File: src/rtl/cpu_param_pkg.sv
// cpu_param_pkg: shared constants and width helpers for the cpu_param core.
//   - 4-bit opcode encodings OP_NOP..OP_HALT (OP_CALL/OP_RET are only decoded
//     when CPU_PARAM_CALL_EN is defined)
//   - flag bit indices within the flag register
//   - rs_w()/instr_w() derive register-select and instruction widths
package cpu_param_pkg;

  localparam int unsigned OPCODE_W = 4;

  localparam logic [3:0] OP_NOP  = 4'h0;
  localparam logic [3:0] OP_LDI  = 4'h1;
  localparam logic [3:0] OP_MOV  = 4'h2;
  localparam logic [3:0] OP_ADD  = 4'h3;
  localparam logic [3:0] OP_SUB  = 4'h4;
  localparam logic [3:0] OP_AND  = 4'h5;
  localparam logic [3:0] OP_OR   = 4'h6;
  localparam logic [3:0] OP_XOR  = 4'h7;
  localparam logic [3:0] OP_JMP  = 4'h8;
  localparam logic [3:0] OP_JZ   = 4'h9;
  localparam logic [3:0] OP_JC   = 4'hA;
  localparam logic [3:0] OP_OUT  = 4'hB;
  localparam logic [3:0] OP_CALL = 4'hC;
  localparam logic [3:0] OP_RET  = 4'hD;
  localparam logic [3:0] OP_HALT = 4'hF;

  localparam int unsigned FLAG_C    = 0;
  localparam int unsigned FLAG_Z    = 1;
  localparam int unsigned NUM_FLAGS = 2;

  // Register-select width; never narrower than one bit.
  function automatic int unsigned rs_w(input int unsigned num_regs);
    return (num_regs > 1) ? $clog2(num_regs) : 1;
  endfunction

  // Instruction word: opcode | rd | rs | imm.
  function automatic int unsigned instr_w(input int unsigned data_w,
                                          input int unsigned num_regs);
    return OPCODE_W + 2 * rs_w(num_regs) + data_w;
  endfunction

endpackage

File: src/rtl/cpu_param_alu.sv
// cpu_param_alu: combinational ALU for opcodes ADD/SUB/AND/OR/XOR.
//   op     in  4       opcode (other opcodes give result 0, c 0)
//   a, b   in  DATA_W  operands (a = R[rd], b = R[rs])
//   result out DATA_W  modulo-2**DATA_W result
//   c      out 1       carry (ADD) / borrow (SUB), 0 for logic ops
//   z      out 1       result == 0
module cpu_param_alu
  import cpu_param_pkg::*;
#(
  parameter int unsigned DATA_W = 8
) (
  input  logic [3:0]        op,
  input  logic [DATA_W-1:0] a,
  input  logic [DATA_W-1:0] b,
  output logic [DATA_W-1:0] result,
  output logic              c,
  output logic              z
);

  logic [DATA_W:0] sum;

  // Extra top bit of the widened sum is the carry out.
  assign sum = {1'b0, a} + {1'b0, b};

  always_comb begin
    result = '0;
    c      = 1'b0;
    case (op)
      OP_ADD: begin
        result = sum[DATA_W-1:0];
        c      = sum[DATA_W];
      end
      OP_SUB: begin
        result = a - b;
        c      = (a < b);
      end
      OP_AND:  result = a & b;
      OP_OR:   result = a | b;
      OP_XOR:  result = a ^ b;
      default: ;
    endcase
  end

  assign z = (result == '0);

endmodule

File: src/rtl/cpu_param.sv
// cpu_param: single-cycle fetch/decode/execute core with loadable program memory.
//   clk        in   1        rising-edge clock
//   reset      in   1        asynchronous active-high reset
//   run        in   1        execute enable (0 = stall)
//   prog_we    in   1        program memory write strobe
//   prog_addr  in   ADDR_W   program write address
//   prog_data  in   INSTR_W  instruction word to write
//   out_data   out  DATA_W   value of the last OUT
//   out_valid  out  1        one-cycle pulse per executed OUT
//   halted     out  1        core is in HALT
//   pc_out     out  ADDR_W   current PC
// Optional macro CPU_PARAM_CALL_EN adds CALL (0xC) / RET (0xD) with a
// single-entry return register; without it those opcodes are NOPs.
module cpu_param
  import cpu_param_pkg::*;
#(
  parameter int unsigned DATA_W   = 8,
  parameter int unsigned ADDR_W   = 4,
  parameter int unsigned NUM_REGS = 4
) (
  input  logic                                 clk,
  input  logic                                 reset,
  input  logic                                 run,
  input  logic                                 prog_we,
  input  logic [ADDR_W-1:0]                    prog_addr,
  input  logic [instr_w(DATA_W, NUM_REGS)-1:0] prog_data,
  output logic [DATA_W-1:0]                    out_data,
  output logic                                 out_valid,
  output logic                                 halted,
  output logic [ADDR_W-1:0]                    pc_out
);

  localparam int unsigned RS_W    = rs_w(NUM_REGS);
  localparam int unsigned INSTR_W = instr_w(DATA_W, NUM_REGS);
  localparam int unsigned DEPTH   = 2 ** ADDR_W;

  typedef enum logic {
    ST_RUN  = 1'b0,
    ST_HALT = 1'b1
  } state_t;

  state_t                 state_q, state_d;
  logic [ADDR_W-1:0]      pc_q, pc_d, pc_inc;
  logic [NUM_FLAGS-1:0]   flags_q, flags_d;
  logic [DATA_W-1:0]      out_data_d;
  logic                   out_valid_d;

  logic [INSTR_W-1:0]     mem [DEPTH];
  logic [DATA_W-1:0]      regs [NUM_REGS];

  logic [INSTR_W-1:0]     instr;
  logic [3:0]             opcode;
  logic [RS_W-1:0]        rd, rs;
  logic [DATA_W-1:0]      imm;
  logic [ADDR_W-1:0]      target;

  logic                   reg_we;
  logic [DATA_W-1:0]      reg_wdata;

  logic [DATA_W-1:0]      alu_result;
  logic                   alu_c, alu_z;

`ifdef CPU_PARAM_CALL_EN
  logic [ADDR_W-1:0]      ret_q, ret_d;
`endif

  // Program memory: not reset, writable in any state.
  always_ff @(posedge clk) begin
    if (prog_we) mem[prog_addr] <= prog_data;
  end

  // Combinational fetch and field decode.
  assign instr  = mem[pc_q];
  assign opcode = instr[INSTR_W-1 -: OPCODE_W];
  assign rd     = instr[INSTR_W-OPCODE_W-1 -: RS_W];
  assign rs     = instr[INSTR_W-OPCODE_W-RS_W-1 -: RS_W];
  assign imm    = instr[DATA_W-1:0];
  assign target = imm[ADDR_W-1:0];
  assign pc_inc = pc_q + ADDR_W'(1);

  cpu_param_alu #(
    .DATA_W (DATA_W)
  ) u_alu (
    .op     (opcode),
    .a      (regs[rd]),
    .b      (regs[rs]),
    .result (alu_result),
    .c      (alu_c),
    .z      (alu_z)
  );

  // Next-state / execute logic; everything holds unless running.
  always_comb begin
    state_d     = state_q;
    pc_d        = pc_q;
    flags_d     = flags_q;
    reg_we      = 1'b0;
    reg_wdata   = '0;
    out_valid_d = 1'b0;
    out_data_d  = out_data;
`ifdef CPU_PARAM_CALL_EN
    ret_d       = ret_q;
`endif
    if (state_q == ST_RUN && run) begin
      pc_d = pc_inc;
      case (opcode)
        OP_LDI: begin
          reg_we    = 1'b1;
          reg_wdata = imm;
        end
        OP_MOV: begin
          reg_we    = 1'b1;
          reg_wdata = regs[rs];
        end
        OP_ADD, OP_SUB, OP_AND, OP_OR, OP_XOR: begin
          reg_we           = 1'b1;
          reg_wdata        = alu_result;
          flags_d[FLAG_C]  = alu_c;
          flags_d[FLAG_Z]  = alu_z;
        end
        OP_JMP: pc_d = target;
        OP_JZ:  if (flags_q[FLAG_Z]) pc_d = target;
        OP_JC:  if (flags_q[FLAG_C]) pc_d = target;
        OP_OUT: begin
          out_valid_d = 1'b1;
          out_data_d  = regs[rs];
        end
        OP_HALT: begin
          state_d = ST_HALT;
          pc_d    = pc_q;
        end
`ifdef CPU_PARAM_CALL_EN
        OP_CALL: begin
          ret_d = pc_inc;
          pc_d  = target;
        end
        OP_RET: pc_d = ret_q;
`endif
        default: ;
      endcase
    end
  end

  // Core state register.
  always_ff @(posedge clk or posedge reset) begin
    if (reset) begin
      state_q   <= ST_RUN;
      pc_q      <= '0;
      flags_q   <= '0;
      out_data  <= '0;
      out_valid <= 1'b0;
    end else begin
      state_q   <= state_d;
      pc_q      <= pc_d;
      flags_q   <= flags_d;
      out_data  <= out_data_d;
      out_valid <= out_valid_d;
    end
  end

`ifdef CPU_PARAM_CALL_EN
  // Single-entry return address; a nested CALL overwrites it.
  always_ff @(posedge clk or posedge reset) begin
    if (reset) ret_q <= '0;
    else       ret_q <= ret_d;
  end
`endif

  // Register file; reset drops any write of the aborted instruction.
  always_ff @(posedge clk or posedge reset) begin
    if (reset) begin
      for (int i = 0; i < int'(NUM_REGS); i++) regs[i] <= '0;
    end else if (reg_we) begin
      regs[rd] <= reg_wdata;
    end
  end

  assign halted = (state_q == ST_HALT);
  assign pc_out = pc_q;

endmodule

File: config.mk
export PLATFORM = sky130hd
export DESIGN_NAME = cpu_param
export DESIGN_NICKNAME = d
export VERILOG_FILES = /design/src/rtl/cpu_param_pkg.sv /design/src/rtl/cpu_param_alu.sv /design/src/rtl/cpu_param.sv
export SDC_FILE = /design/constraint.sdc
export NUM_CORES = 1
export LEC_CHECK = 0
export CORE_AREA = 2 2 172 174
export CTS_CLUSTER_SIZE = 20
export DETAILED_ROUTE_END_ITERATION = 6
export DIE_AREA = 0 0 174 176
export GPL_ROUTABILITY_DRIVEN = 1
export PLACE_DENSITY = 0.64
export SYNTH_ARGS = -nofsm -noshare
export SYNTH_HDL_FRONTEND = slang
export SYNTH_SLANG_ARGS = --single-unit
File: constraint.sdc
create_clock -name clk -period 16.2 [get_ports clk]
set_input_delay 3.24 -clock clk [delete_from_list [all_inputs] [get_ports clk]]
set_output_delay 3.24 -clock clk [all_outputs]
set_load 0.01 [all_outputs]
==> qor.csv, run 1 <==
stage;metric;value;unit
status;status;finished, final reports clean;
worst_setup_path;Cell Chain, Critical Path;buf_4 > nor2b_1 > a221oi_1 > nor2_1 > o21ai_2 > mux2_2 > o21ai_0 > inv_1 > ha_1 > o21ai_0 > a211oi_1 > o21bai_1 > a21oi_1 > a21oi_1 > a32oi_1 > o221ai_1 > nor4b_2 > a21oi_1;
job;max-cap viol count;0;
yosys;Synth Area in XOR/XNOR;0.683;%
clock_tree;clock-pin slew on the worst setup and hold paths;0.06;ns
yosys;Async S/R FF share, synth;15.8;%
layout;Layout area overhead;14.7;%
clock_tree;CTS tree;done;
sta;Final Hold Fails;0;
global_route;pin count of the biggest net entering global routing;59;
worst_hold_path;Worst Hold Class;register to register;
floorplan;die footprint;30600;um^2
floorplan;IO Count;38;
floorplan;# rows;62;
yosys;Simple-Gate Fraction of Synth Area;8.49;%
layout;Non-Filler Instances;1385;
sta;final setup TNS;0;ns
worst_setup_path;reg2reg path depth;18;
power;total power divided by cell area;215;nW/um^2
drt;wire per inst;23.3;um
global_route;number of global-route vias before repair;8243;
yosys;post-synthesis instance total;923;
clock_tree;clk buf depth;3;
clock_tree;Skew-Pair Late Insertion Delay;0.52;ns
drt;antenna viol nets, final;0;
worst_setup_path;crit path kind;register to register;
placed_design;Cell Area, Placed;14800;um^2
drt;vias;8150;
clock_tree;post-cts resize count;0;
global_route;initial antenna violation count;2;
yosys;synthesized area per cell;15.1;um^2
worst_setup_path;CP max-delay cell;dfrtp_2;
worst_setup_path;critical path required time;16.54;ns
clock_tree;CTS Sinks;304;
yosys;largest family of logic cells by synthesized area;multiplexers;
layout;# fillers;2306;
floorplan;Initial Util;48.8;%
layout;share of layout cells above drive strength 1;22.9;%
worst_setup_path;FF-to-FF setup slack;9.61;ns
clock_tree;CTS buffer count;34;
layout;Post-Route Utilization;56.0;%
drt;Total Wirelength;32300;um
floorplan;Die Ht;176;um
worst_hold_path;worst hold stages;2;
sta;crit path time final;6.59;ns
layout;area of the multi-input gates;4710;um^2
worst_hold_path;worst hold path endpoint;out_data[1]$_DFFE_PP0P_;
yosys;post-synthesis mux area share;15.0;%
worst_setup_path;Worst path most repeated cell;a21oi_1;
global_route;total track usage;21.7;%
worst_hold_path;Worst Min Path Start;out_data[1]$_DFFE_PP0P_;
global_route;total gr overflow;0;
placed_design;HPWL after DPL;20400;um
global_route;first-pass GRT wire length;49800;um
sta;Slew Limit Headroom;28.9;%
clock_tree;number of H-tree levels;2;
worst_setup_path;RR Startpoint;pc_out[1]$_DFFE_PP0P_;
yosys;Seq/Total Area, Yosys;63.8;%
sta;Layout Skew;0.0153;ns
worst_setup_path;CP arrival;6.94;ns
floorplan;Core Area;28500;um^2
sta;RSZ-0062 raised after global routing;no;
power;total power;0.00344;W
yosys;post-synthesis cell area;13900;um^2
layout;Final Cell Area;16000;um^2
sta;fmax;152;MHz
drt;Remaining DRCs;0;
yosys;count of flip-flops with a built-in enable after synthesis;256;
clock_tree;root buffer selected by CTS;clkbuf_16;
worst_setup_path;critical path's largest stage delay;0.74;ns
floorplan;Die W;174;um
sta;Finish-stage setup viols;0;
yosys;Distinct cells, synth;74;
power;leakage power;5.67;nW
layout;n_diodes;0;
yosys;Compound-Gate Fraction of Synth Area;6.92;%
yosys;main flop type after synthesis;edfxtp_1;
power;Worst VDD drop;85.8;uV
drt;DR iter-0 viols;649;
layout;Final nets;1026;
sta;max-slew violation count;0;
sta;slew of the pin with the lowest slew margin;1.07;ns
placed_design;placed insts;1324;
yosys;Syn Nets;973;
yosys;Synth Area in Adders;2.39;%
placed_design;RePlAce Congestion;0.880;
drt;DRT Pass-1 Iters;5;
worst_setup_path;CP Max Fanout;58;
layout;register area;8890;um^2
sta;period utilization;40.7;%
yosys;Yosys reg bits;304;
worst_setup_path;r2r endpoint;regs[7]$_DFFE_PP0P_;
yosys;yosys warns;0;
clock_tree;hold buffer count at cts;0;
worst_setup_path;nature of the critical path startpoint;register;
placed_design;port buffer count;37;
drt;Vias per Instance;5.88;
worst_setup_path;Critical Path Sink Type;register;
clock_tree;Setup Fix Bufs, Post-CTS;0;
[cell families after synthesis]
logic type | Yosys count
buffers and inverters | 80
and+or+nand+nor | 240
muxes | 121
adders and majority gates | 26
AOI/OAI and AO/OA | 142
DFF | 304
xor gates and xnor gates | 10
[area by class of cell]
class | count | area share, %
multi-input cells | 539 | 29.5
flip-flops and latches | 304 | 55.7
clock inverters | 25 | 2.06
well taps | 384 | 3.01
repair buffers | 61 | 3.45
inverters | 36 | 0.846
clock buffers | 36 | 5.51
[routing by layer]
metal	track usage (%)	wire [um]	share of wire, %
met2	36.4	16000	50
met4	8.05	1030	3.2
met3	3.29	1620	5.0
met5	0	27	0.084
met1	28.9	13600	42
[worst max path at each step]
stage / from / endpoint / slack [ns]
2_1_floorplan: prog_addr[2] / mem[0][0]$_DFFE_PP_ / 10.90
3_3_place_gp: pc_out[1]$_DFFE_PP0P_ / regs[5]$_DFFE_PP0P_ / 9.81
3_5_place_dp: pc_out[1]$_DFFE_PP0P_ / regs[5]$_DFFE_PP0P_ / 9.68
4_1_cts: pc_out[1]$_DFFE_PP0P_ / regs[7]$_DFFE_PP0P_ / 9.66
5_1_grt: pc_out[0]$_DFFE_PP0P_ / regs[7]$_DFFE_PP0P_ / 9.09
6_report: pc_out[1]$_DFFE_PP0P_ / regs[7]$_DFFE_PP0P_ / 9.61
[cells in the final DEF (no fill, tap or decap), drive strengths merged, types with 5 or more instances in the layout]
master / n
a21o: 6
dfrtp: 48
mux2: 35
o221ai: 7
nor3: 16
and3b: 5
nor2: 56
nor2b: 10
or2: 6
xnor2: 6
clkinv: 15
nor4: 9
buf: 24
nand3: 19
clkdlybuf4s50: 37
inv: 38
clkbuf: 36
o21bai: 5
bufinv: 7
and3: 9
a21oi: 36
nor3b: 7
edfxtp: 256
a22oi: 7
a31oi: 5
mux4: 66
nand2: 79
nand2b: 8
o21ai: 42
ha: 25
mux2i: 20
[where the power goes]
group / total, W / internal (W) / leakage [nW] / switching [W]
Sequential: 0.000993 / 0.000910 / 2.93 / 0.0000834
Combinational: 0.00163 / 0.000641 / 2.14 / 0.000985
Clock: 0.000823 / 0.000510 / 0.598 / 0.000313
Total: 0.00344 / 0.00206 / 5.67 / 0.00138
[flip-flops by register name, indices dropped and copies added (netlist names)]
name and cells:
halted 1, regs 32, pc_out 4, out_data 8, flags_q 2, mem 256, out_valid 1
[stage by stage]
stage                     setup slack, ns  hold slack [ns]
after floorplan                     10.90            0.489
after global placement               9.81            0.456
after detailed placement             9.68            0.468
after CTS                            9.66            0.481
after global routing                 9.09            0.504
final                                9.61            0.473
[critical path, delay by kind of cell (launching register included)]
family | cells | cell delay [ns]
AO/OA/AOI/OAI | 11 | 3.15
adder cells (fa/ha/maj) | 1 | 0.50
buffers and inverters | 2 | 0.75
flip-flops | 1 | 0.74
multiplexers | 1 | 0.41
AND/OR/NAND/NOR | 3 | 0.82
[synth_stat cells, drive strengths merged (9+ instances only)]
cell	n	area, um^2
nor4	9	68.8
and3	9	56.3
nor2b	10	62.6
nor3	16	80.1
a21oi	36	184
o21ai	42	214
nor2	56	215
mux2	35	394
clkbuf	15	56.3
mux4	66	1490
ha	25	313
buf	29	188
inv	36	135
dfrtp	48	1200
nand2	79	297
nand3	19	95.1
mux2i	20	204
edfxtp	256	7690
Note: power is estimated with default switching activity, not from simulation.
==> run 2: changes to the inputs <==
--- a/config.mk
+++ b/config.mk
@@ -10,7 +10,7 @@
 export DETAILED_ROUTE_END_ITERATION = 6
 export DIE_AREA = 0 0 174 176
 export GPL_ROUTABILITY_DRIVEN = 1
-export PLACE_DENSITY = 0.64
+export PLACE_DENSITY = 0.67
 export SYNTH_ARGS = -nofsm -noshare
 export SYNTH_HDL_FRONTEND = slang
 export SYNTH_SLANG_ARGS = --single-unit
==> constraint.sdc (replaced) <==
create_clock -name clk -period 5.5 [get_ports clk]
set_input_delay 1.1 -clock clk [delete_from_list [all_inputs] [get_ports clk]]
set_output_delay 1.1 -clock clk [all_outputs]
set_load 0.01 [all_outputs]
==> qor.csv, run 2 (synthesized netlist as in run 1, its figures left out) <==
stage;metric;value;unit
status;status;finished, final reports clean;
layout;commonest cells after routing, fill and taps aside;edfxtp_1 (256), nand2_1 (79), mux4_2 (66);
drt;wire per inst;23.1;um
sta;Finish-stage setup viols;0;
global_route;total gr overflow;0;
global_route;total track usage;21.7;%
clock_tree;CTS tree;done;
sta;Layout Skew;0.0279;ns
clock_tree;clk buf depth;3;
worst_setup_path;critical path required time;5.90;ns
placed_design;HPWL after DPL;21000;um
power;total power divided by cell area;625;nW/um^2
floorplan;IO Count;38;
worst_setup_path;Cell Chain, Critical Path;buf_4 > mux4_2 > a22oi_1 > o21ai_4 > mux2_2 > o21ai_0 > inv_1 > ha_1 > o21ai_0 > a211oi_1 > o21bai_1 > xor2_1 > and2_1 > a311o_1 > a211oi_2 > o221ai_1 > mux2_2;
layout;Final nets;1049;
worst_setup_path;CP max-delay cell;dfrtp_4;
clock_tree;root buffer selected by CTS;clkbuf_16;
floorplan;Initial Util;48.8;%
sta;fmax;193;MHz
worst_hold_path;Worst Min Path Start;halted$_DFFE_PP0P_;
global_route;pin count of the biggest net entering global routing;49;
drt;Remaining DRCs;0;
sta;Slew Limit Headroom;19.8;%
clock_tree;Skew-Pair Late Insertion Delay;0.52;ns
drt;vias;8286;
layout;share of layout cells above drive strength 1;23.9;%
power;Worst VDD drop;264;uV
sta;period utilization;94.2;%
clock_tree;CTS buffer count;34;
sta;slew of the pin with the lowest slew margin;1.20;ns
layout;most common cell after layout, fill and taps aside;edfxtp_1;
worst_setup_path;critical path's largest stage delay;0.57;ns
floorplan;die footprint;30600;um^2
worst_setup_path;Critical Path Sink Type;register;
placed_design;port buffer count;37;
layout;Biggest register;mem;
floorplan;Core Area;28500;um^2
job;max-cap viol count;0;
worst_setup_path;CP arrival;5.58;ns
clock_tree;clock-pin slew on the worst setup and hold paths;0.06;ns
worst_setup_path;CP Max Fanout;16;
power;total power;0.00998;W
worst_setup_path;RR Startpoint;pc_out[0]$_DFFE_PP0P_;
clock_tree;CTS Sinks;304;
power;leakage power;5.69;nW
clock_tree;number of H-tree levels;2;
layout;Post-Route Utilization;56.0;%
drt;DR iter-0 viols;811;
global_route;initial antenna violation count;0;
worst_hold_path;Worst Hold Class;register to register;
layout;n_diodes;0;
clock_tree;hold buffer count at cts;0;
drt;antenna viol nets, final;0;
drt;Vias per Instance;5.89;
worst_setup_path;nature of the critical path startpoint;register;
sta;Final Hold Fails;0;
worst_setup_path;crit path launch;pc_out[0]$_DFFE_PP0P_;
floorplan;Die W;174;um
floorplan;# rows;62;
placed_design;RePlAce Congestion;0.890;
floorplan;Die Ht;176;um
sta;crit path time final;5.18;ns
sta;max-slew violation count;0;
layout;max reg flops;256;
global_route;number of global-route vias before repair;8248;
drt;DRT Pass-1 Iters;5;
worst_setup_path;crit path kind;register to register;
global_route;first-pass GRT wire length;49800;um
layout;Top Registers;mem x256, regs x32, out_data x8;
drt;Total Wirelength;32600;um
layout;Layout area overhead;14.7;%
==> run 2: cell types whose count changed in the layout (fill, tap and decap cells not counted), sizes merged <==
cell    before  now
clkinv      15   19
buf         24   47
bufinv       7    1
clkbuf      36   38
inv         38   37
==> run 2: worst paths after layout <==
check	endpoint	slack (ns)	cells after the start
min	halted$_DFFE_PP0P_	0.47	1
max reg2reg	regs[13]$_DFFE_PP0P_	0.32	17
max in group asynchronous	pc_out[0]$_DFFE_PP0P_	3.92	3
min in group asynchronous	regs[2]$_DFFE_PP0P_	1.09	3
max	regs[13]$_DFFE_PP0P_	0.32	17
min reg2reg	halted$_DFFE_PP0P_	0.47	1
==> run 2: power breakdown <==
part	internal (W)	switching (W)	leakage (nW)
Clock	0.00119	0.000894	0.507
Sequential	0.00268	0.000156	2.93
Combinational	0.00203	0.00303	2.25
==> run 2: layout make-up <==
| type | instances | area (um^2) |
|---|---|---|
| multi-input cells | 539 | 4720 |
| inverters | 36 | 135 |
| clock inverters | 22 | 158 |
| flip-flops and latches | 304 | 8890 |
| repair buffers | 84 | 727 |
| well taps | 384 | 480 |
| fillers | 2354 | 12600 |
| clock buffers | 38 | 866 |
==> run 2: metal layers <==
layer	wire (um)	vias up	GRT usage, %	share of wire (%)
met1	13900	4170	30.0	43
met4	1110	0	7.74	3.4
met2	15500	305	35.0	48
met5	0	-	0	0
met3	2070	76	3.62	6.4
li1	-	3735	-	-
==> run 2: per-stage QoR <==
stage	instances	hold slack (ns)	setup slack, ns	setup TNS, ns	area, um^2
after CTS	1400	0.479	0.0971	0	15900
after global routing	1407	0.499	-0.00432	-0.00432	16000
final	1407	0.473	0.319	0	16000
after detailed placement	1340	0.466	0.112	0	14900
after global placement	1340	0.461	0.267	0	14900
after floorplan	923	0.489	0.359	0	13900
==> run 2: critical path, delay by kind of cell, from the launching register on <==
family	cells	cell delay, ns
fa+ha+maj	1	0.50
mux	3	1.17
flops	1	0.57
compound gates	9	2.25
buf+inv	2	0.25
xor+xnor	1	0.15
simple gates	1	0.16
==> run 2: repair_timing <==
item | CTS | global route
resized for setup | 0 | 3
buffers inserted | 0 | 7
endpoints found under the setup margin | 0 | 17
